<file path="config.mk">
export PLATFORM = sky130hd
export DESIGN_NAME = lnet_layer_sched
export DESIGN_NICKNAME = d
export VERILOG_FILES = /design/src/rtl/lnet_pkg.sv /design/src/rtl/lnet_addr_gather.sv /design/src/rtl/lnet_layer_sched.sv
export SDC_FILE = /design/constraint.sdc
export NUM_CORES = 2
export LEC_CHECK = 0
export CORE_MARGIN = 2
export CORE_UTILIZATION = 63
export DETAILED_ROUTE_END_ITERATION = 10
export PLACE_DENSITY = 0.81
export RECOVER_POWER = 25
export SETUP_SLACK_MARGIN = 0.3
export SYNTH_ARGS = -nofsm -noshare
export SYNTH_HDL_FRONTEND = slang
export SYNTH_SLANG_ARGS = --single-unit
</file>
<file path="constraint.sdc">
create_clock -name clk -period 5.3 [get_ports clk]
set_input_delay 1.06 -clock clk [delete_from_list [all_inputs] [get_ports clk]]
set_output_delay 1.06 -clock clk [all_outputs]
set_load 0.01 [all_outputs]
</file>
<file path="src/rtl/lnet_pkg.sv">
// Shared types and constants for the time-multiplexed LogicNets layer evaluator.
// Index width is sized for the default 32-bit input feature vector.
package lnet_pkg;
  localparam int FAN_IN   = 6;
  localparam int ADDR_W   = FAN_IN;
  localparam int IN_W_DEF = 32;
  localparam int IDX_W    = $clog2(IN_W_DEF);

  typedef enum logic [1:0] {IDLE, EVAL, OUT} state_t;

  typedef logic [FAN_IN-1:0][IDX_W-1:0] idx_vec_t;

  // Field j selects input bit j: the connectivity a neuron has after reset.
  function automatic idx_vec_t identity_idx();
    idx_vec_t v;
    for (int j = 0; j < FAN_IN; j++) v[j] = IDX_W'(j);
    return v;
  endfunction
endpackage

</file>
<file path="src/rtl/lnet_addr_gather.sv">
// Builds one neuron's truth-table address from the latched input vector and
// its fan-in index set. Indices past the end of the vector read as 0.
module lnet_addr_gather
  import lnet_pkg::*;
#(
  parameter int IN_W = 32
) (
  input  logic [IN_W-1:0]   vec,
  input  idx_vec_t          idx,
  output logic [ADDR_W-1:0] addr
);
  logic [2**IDX_W-1:0] ext;

  // Zero-extending to the full index range makes out-of-range indices select 0.
  always_comb begin
    ext = '0;
    ext[IN_W-1:0] = vec;
  end

  for (genvar gi = 0; gi < FAN_IN; gi++) begin : g_bit
    assign addr[gi] = ext[idx[gi]];
  end
endmodule

</file>
<file path="src/rtl/lnet_layer_sched.sv">
// One shared truth-table evaluation path stepped across all neurons of a layer,
// with runtime-programmable truth tables and fan-in connectivity.
module lnet_layer_sched
  import lnet_pkg::*;
#(
  parameter int IN_W   = 32,
  parameter int N_NEUR = 32
) (
  input  logic                      clk,
  input  logic                      rst_n,
  input  logic                      in_valid,
  output logic                      in_ready,
  input  logic [IN_W-1:0]           in_data,
  output logic                      out_valid,
  input  logic                      out_ready,
  output logic [N_NEUR-1:0]         out_data,
  input  logic                      cfg_tt_we,
  input  logic                      cfg_idx_we,
  input  logic [$clog2(N_NEUR)-1:0] cfg_neur,
  input  logic [2**FAN_IN-1:0]      cfg_tt,
  input  logic [FAN_IN*IDX_W-1:0]   cfg_idx,
  output logic                      busy
);
  localparam int NEUR_W = $clog2(N_NEUR);
  localparam int CNT_W  = $clog2(N_NEUR + 1);
  localparam int TT_W   = 2**FAN_IN;

  state_t              state_reg, state_next;
  logic [IN_W-1:0]     vec_reg;
  logic [CNT_W-1:0]    cnt_reg;
  logic                rd_bit_reg, rd_v_reg;
  logic [NEUR_W-1:0]   rd_n_reg;
  logic [N_NEUR-1:0]   out_data_reg;

  logic [TT_W-1:0]     tt_rd  [N_NEUR];
  idx_vec_t            idx_rd [N_NEUR];

  logic                cfg_any, cfg_en, accept, eval_step;
  logic [NEUR_W-1:0]   cur_n;
  logic [ADDR_W-1:0]   addr;

  assign cfg_any   = cfg_tt_we | cfg_idx_we;
  assign cfg_en    = (state_reg == IDLE);
  assign accept    = in_valid & in_ready;
  assign eval_step = (state_reg == EVAL) && (cnt_reg != CNT_W'(N_NEUR));
  assign cur_n     = cnt_reg[NEUR_W-1:0];
  assign out_valid = (state_reg == OUT);
  assign busy      = (state_reg != IDLE);
  assign out_data  = out_data_reg;

  // Per-neuron table and index storage; config lands only while idle.
  for (genvar gi = 0; gi < N_NEUR; gi++) begin : g_neur
    logic [TT_W-1:0] tt_reg;
    idx_vec_t        idx_reg;
    logic            sel;

    assign sel        = cfg_en && (cfg_neur == NEUR_W'(gi));
    assign tt_rd[gi]  = tt_reg;
    assign idx_rd[gi] = idx_reg;

    always_ff @(posedge clk or negedge rst_n) begin
      if (!rst_n) begin
        tt_reg  <= '0;
        idx_reg <= identity_idx();
      end else begin
        if (sel && cfg_tt_we)  tt_reg  <= cfg_tt;
        if (sel && cfg_idx_we) idx_reg <= cfg_idx;
      end
    end
  end

  lnet_addr_gather #(.IN_W(IN_W)) u_gather (
    .vec  (vec_reg),
    .idx  (idx_rd[cur_n]),
    .addr (addr)
  );

  always_comb begin
    state_next = state_reg;
    in_ready   = 1'b0;
    case (state_reg)
      IDLE: begin
        in_ready = !cfg_any;
        if (in_valid && !cfg_any) state_next = EVAL;
      end
      // The extra cycle at cnt == N_NEUR drains the registered table read.
      EVAL:    if (cnt_reg == CNT_W'(N_NEUR)) state_next = OUT;
      OUT:     if (out_ready) state_next = IDLE;
      default: state_next = IDLE;
    endcase
  end

  always_ff @(posedge clk or negedge rst_n) begin
    if (!rst_n) begin
      state_reg    <= IDLE;
      vec_reg      <= '0;
      cnt_reg      <= '0;
      rd_bit_reg   <= 1'b0;
      rd_v_reg     <= 1'b0;
      rd_n_reg     <= '0;
      out_data_reg <= '0;
    end else begin
      state_reg <= state_next;
      if (accept) begin
        vec_reg <= in_data;
        cnt_reg <= '0;
      end else if (eval_step) begin
        cnt_reg <= cnt_reg + 1'b1;
      end
      rd_v_reg <= eval_step;
      if (eval_step) begin
        rd_bit_reg <= tt_rd[cur_n][addr];
        rd_n_reg   <= cur_n;
      end
      if (rd_v_reg) out_data_reg[rd_n_reg] <= rd_bit_reg;
    end
  end
endmodule

</file>
==> impl_metrics.json <==
{
  "maxCapViolations": 12,
  "cts_root_buf": "clkbuf_16",
  "p_leak_nw": 72.56,
  "hold_violations": 0,
  "grt_pass1_wl_um": 579800,
  "fmax_mhz": 201.8,
  "largest_reg_flops": 2048,
  "cp-end-kind": "flop",
  "postLayoutCoreUtil_pct": 70.38,
  "dpl.cell_count": 11440,
  "port_buffers": 171,
  "final_cells": 12040,
  "place_congestion": 0.9257,
  "setup_viol_count_final": 0,
  "synth-main-ff-cell": "dfrtp_1",
  "htree_levels": 5,
  "start_kind": "flop",
  "worstSetupPathType": "flop to flop",
  "stdcell_area_um2": 157800,
  "synth_top_cell_area_share_pct": 50.55,
  "grt_usage_pct": 34.12,
  "final_nets": 8931,
  "antenna_found_initial": 38,
  "postSynthAreaPerCell_um2": 16.02,
  "clockBufferDepth": 4,
  "dieHeight_um": 478.3,
  "syn-num-nets": 8983,
  "switching_share_pct": 32.19,
  "syn-cell-area_um2": 141700,
  "avgRoutedWirePerCell_um": 32.04,
  "synth_most_common_cell": "mux2_2",
  "period_share_pct": 93.51,
  "ios": 172,
  "dp_hpwl_um": 225200,
  "dieArea_um2": 228800,
  "combPwrFrac_pct": 35.9,
  "p_clk_share_pct": 25.7,
  "netlist.top_cell.by_area": "dfrtp_1",
  "synth_edf_count": 0,
  "fin_skew_ns": 0.03611,
  "drt_iter0_markers": 7339,
  "die_w_um": 478.3,
  "maxSlewViolCount": 801,
  "dpl-instance-area_um2": 147000,
  "std_cell_rows": 174,
  "clock_sinks": 3087,
  "synth_cell_types": 81,
  "drive_gt1_share_pct": 55.48,
  "violations": "max-capacitance violations, max-slew violations",
  "grt_pass1_vias": 87550,
  "cp.required_ns": 6.10,
  "outcome": "finished, violations left",
  "via_per_inst": 6.815,
  "start_util_pct": 63.20,
  "post-route-drc-count": 0,
  "ant_nets": 0,
  "cp_max_fo": 28,
  "dr.pass1.iters": 7,
  "cp.arrival_ns": 5.75,
  "p_switching_w": 0.02870,
  "rsz0062_at_grt": "no",
  "p_int_w": 0.06046,
  "synth_cells": 8844,
  "async_reset_ff_share_pct": 100.0,
  "p_per_area_nw_per_um2": 564.9,
  "wirelength_um": 385700,
  "hold_class": "flop to flop",
  "yosys_warnings": 0,
  "insertion_delay_ns": 0.93,
  "synth_seq_cells": 3087,
  "yosysSeqAreaShare_pct": 54.71,
  "core_area_um2": 224200,
  "finalCriticalPeriod_ns": 4.956,
  "synthTopCellsByCount": "3038 x mux2_2, 2863 x dfrtp_1, 862 x mux4_2",
  "grt_max_degree": 195,
  "clkTransAtPathRegs_ns": 0.06,
  "ir_drop_v": 0.0007949,
  "cts_buffers": 329,
  "yosys-top-cells-area": "dfrtp_1 51%, mux2_2 24%, mux4_2 14%",
  "gr-total-overflow": 0,
  "relSlewSlack_pct": -85.58,
  "tightest_slew_ns": 2.784,
  "seq_power_share_pct": 38.4,
  "tritoncts": "done",
  "areaGrowthSynthToFinish_pct": 11.36,
  "via_count": 82010
}
final cells by class:
class	count	area [µm²]
Sequential cell	3087	77540
Antenna cell	14	35.03
Timing Repair Buffer	469	4916
Multi-Input combinational cell	4882	60780
Clock buffer	491	9822
Inverter	23	101.3
Tap cell	2992	3744
Clock inverter	77	877.1
Fill cell	13980	66420
critical path, stage by stage (launching register included):
cell and delay (ns):
dfrtp_4 0.56, buf_12 0.28, buf_8 0.29, mux4_2 0.37
a22o_1 0.24, nor2_1 0.18, buf_4 0.18, a21boi_0 0.28
o22a_1 0.21, a221oi_1 0.09, a22o_1 0.28, nor3_4 0.45
nand2b_1 0.22, o21ai_0 0.20, or4b_1 0.61, nand4b_1 0.21
o221ai_2 0.12
final timing paths:
check | startpoint | end | cells after the start | slack, ns
hold / removal | out_data[19]$_DFFE_PN0P_ | out_data[19]$_DFFE_PN0P_ | 2 | 0.48
setup / recovery | cnt_reg[1]$_DFFE_PN0P_ | rd_bit_reg$_DFFE_PN0P_ | 16 | 0.34
min in group asynchronous | rst_n | g_neur[3].idx_reg[23]$_DFFE_PN0P_ | 1 | 0.99
hold reg to reg | out_data[19]$_DFFE_PN0P_ | out_data[19]$_DFFE_PN0P_ | 2 | 0.48
max in group asynchronous | rst_n | cnt_reg[1]$_DFFE_PN0P_ | 3 | 0.74
setup reg to reg | cnt_reg[1]$_DFFE_PN0P_ | rd_bit_reg$_DFFE_PN0P_ | 16 | 0.34
logic make-up (layout without fill, tap and decap cells):
family / after synthesis / after routing / share of synthesized area, %
xor+xnor: 5 / 5 / 0.03090
compound gates: 323 / 323 / 1.614
fa+ha+maj: 2 / 2 / 0.01765
flops: 3087 / 3087 / 54.71
other cells: 0 / 14 / 0
mux: 4098 / 4098 / 39.33
buf+inv: 875 / 1060 / 2.723
simple gates: 454 / 454 / 1.577
cells in the final DEF (no fill, tap or decap), types with 81 or more instances in the layout:
cell,netlist,layout
dfrtp_1,2863,2859
mux2i_1,187,184
nand2_1,184,140
mux2_2,3038,3038
mux4_2,862,862
o21ai_0,85,85
clkdlybuf4s50_1,0,170
clkbuf_1,662,93
dfstp_2,224,224
clkbuf_8,0,81
buf_4,20,182
clkbuf_16,0,339
power by group through the flow:
stage / sequential, W / combinational (W) / clock, W
finish: 0.0343 / 0.0320 / 0.0229
floorplan: 0.0329 / 0.0228 / 0
global placement: 0.0339 / 0.0302 / 0
global route: 0.0349 / 0.0336 / 0.0241
detailed placement: 0.0345 / 0.0309 / 0
CTS: 0.0341 / 0.0315 / 0.0231
per-stage QoR:
stage          hold slack [ns]  TNS (ns)  total power [W]  worst slack [ns]
2_1_floorplan           0.4704         0          0.05566             1.113
3_3_place_gp            0.4615   -0.1822          0.06409           -0.1822
3_5_place_dp            0.4688   -0.2207          0.06541           -0.2207
4_1_cts                0.07353         0          0.08872            0.3089
5_1_grt                 0.5022         0          0.09270            0.2279
6_report                0.4773         0          0.08916            0.3441
timing repair:
| action | in CTS | in global routing |
|---|---|---|
| buffers inserted | 6 | 6 |
| gates cloned | 0 | 2 |
| setup endpoints to repair | 1 | 1 |
| gates resized for setup | 9 | 20 |
| pin swaps | 2 | 1 |
| hold buffers | 0 | 0 |
per-layer routing:
metal | track usage [%] | part of all wire, % | vias up
li1 | - | - | 33100
met1 | 46.09 | 39 | 44720
met2 | 54.57 | 49 | 3132
met3 | 6.780 | 7.2 | 1027
met4 | 14.61 | 4.9 | 32
met5 | 0 | 0.053 | -
Note: power is estimated with default switching activity, not from simulation.
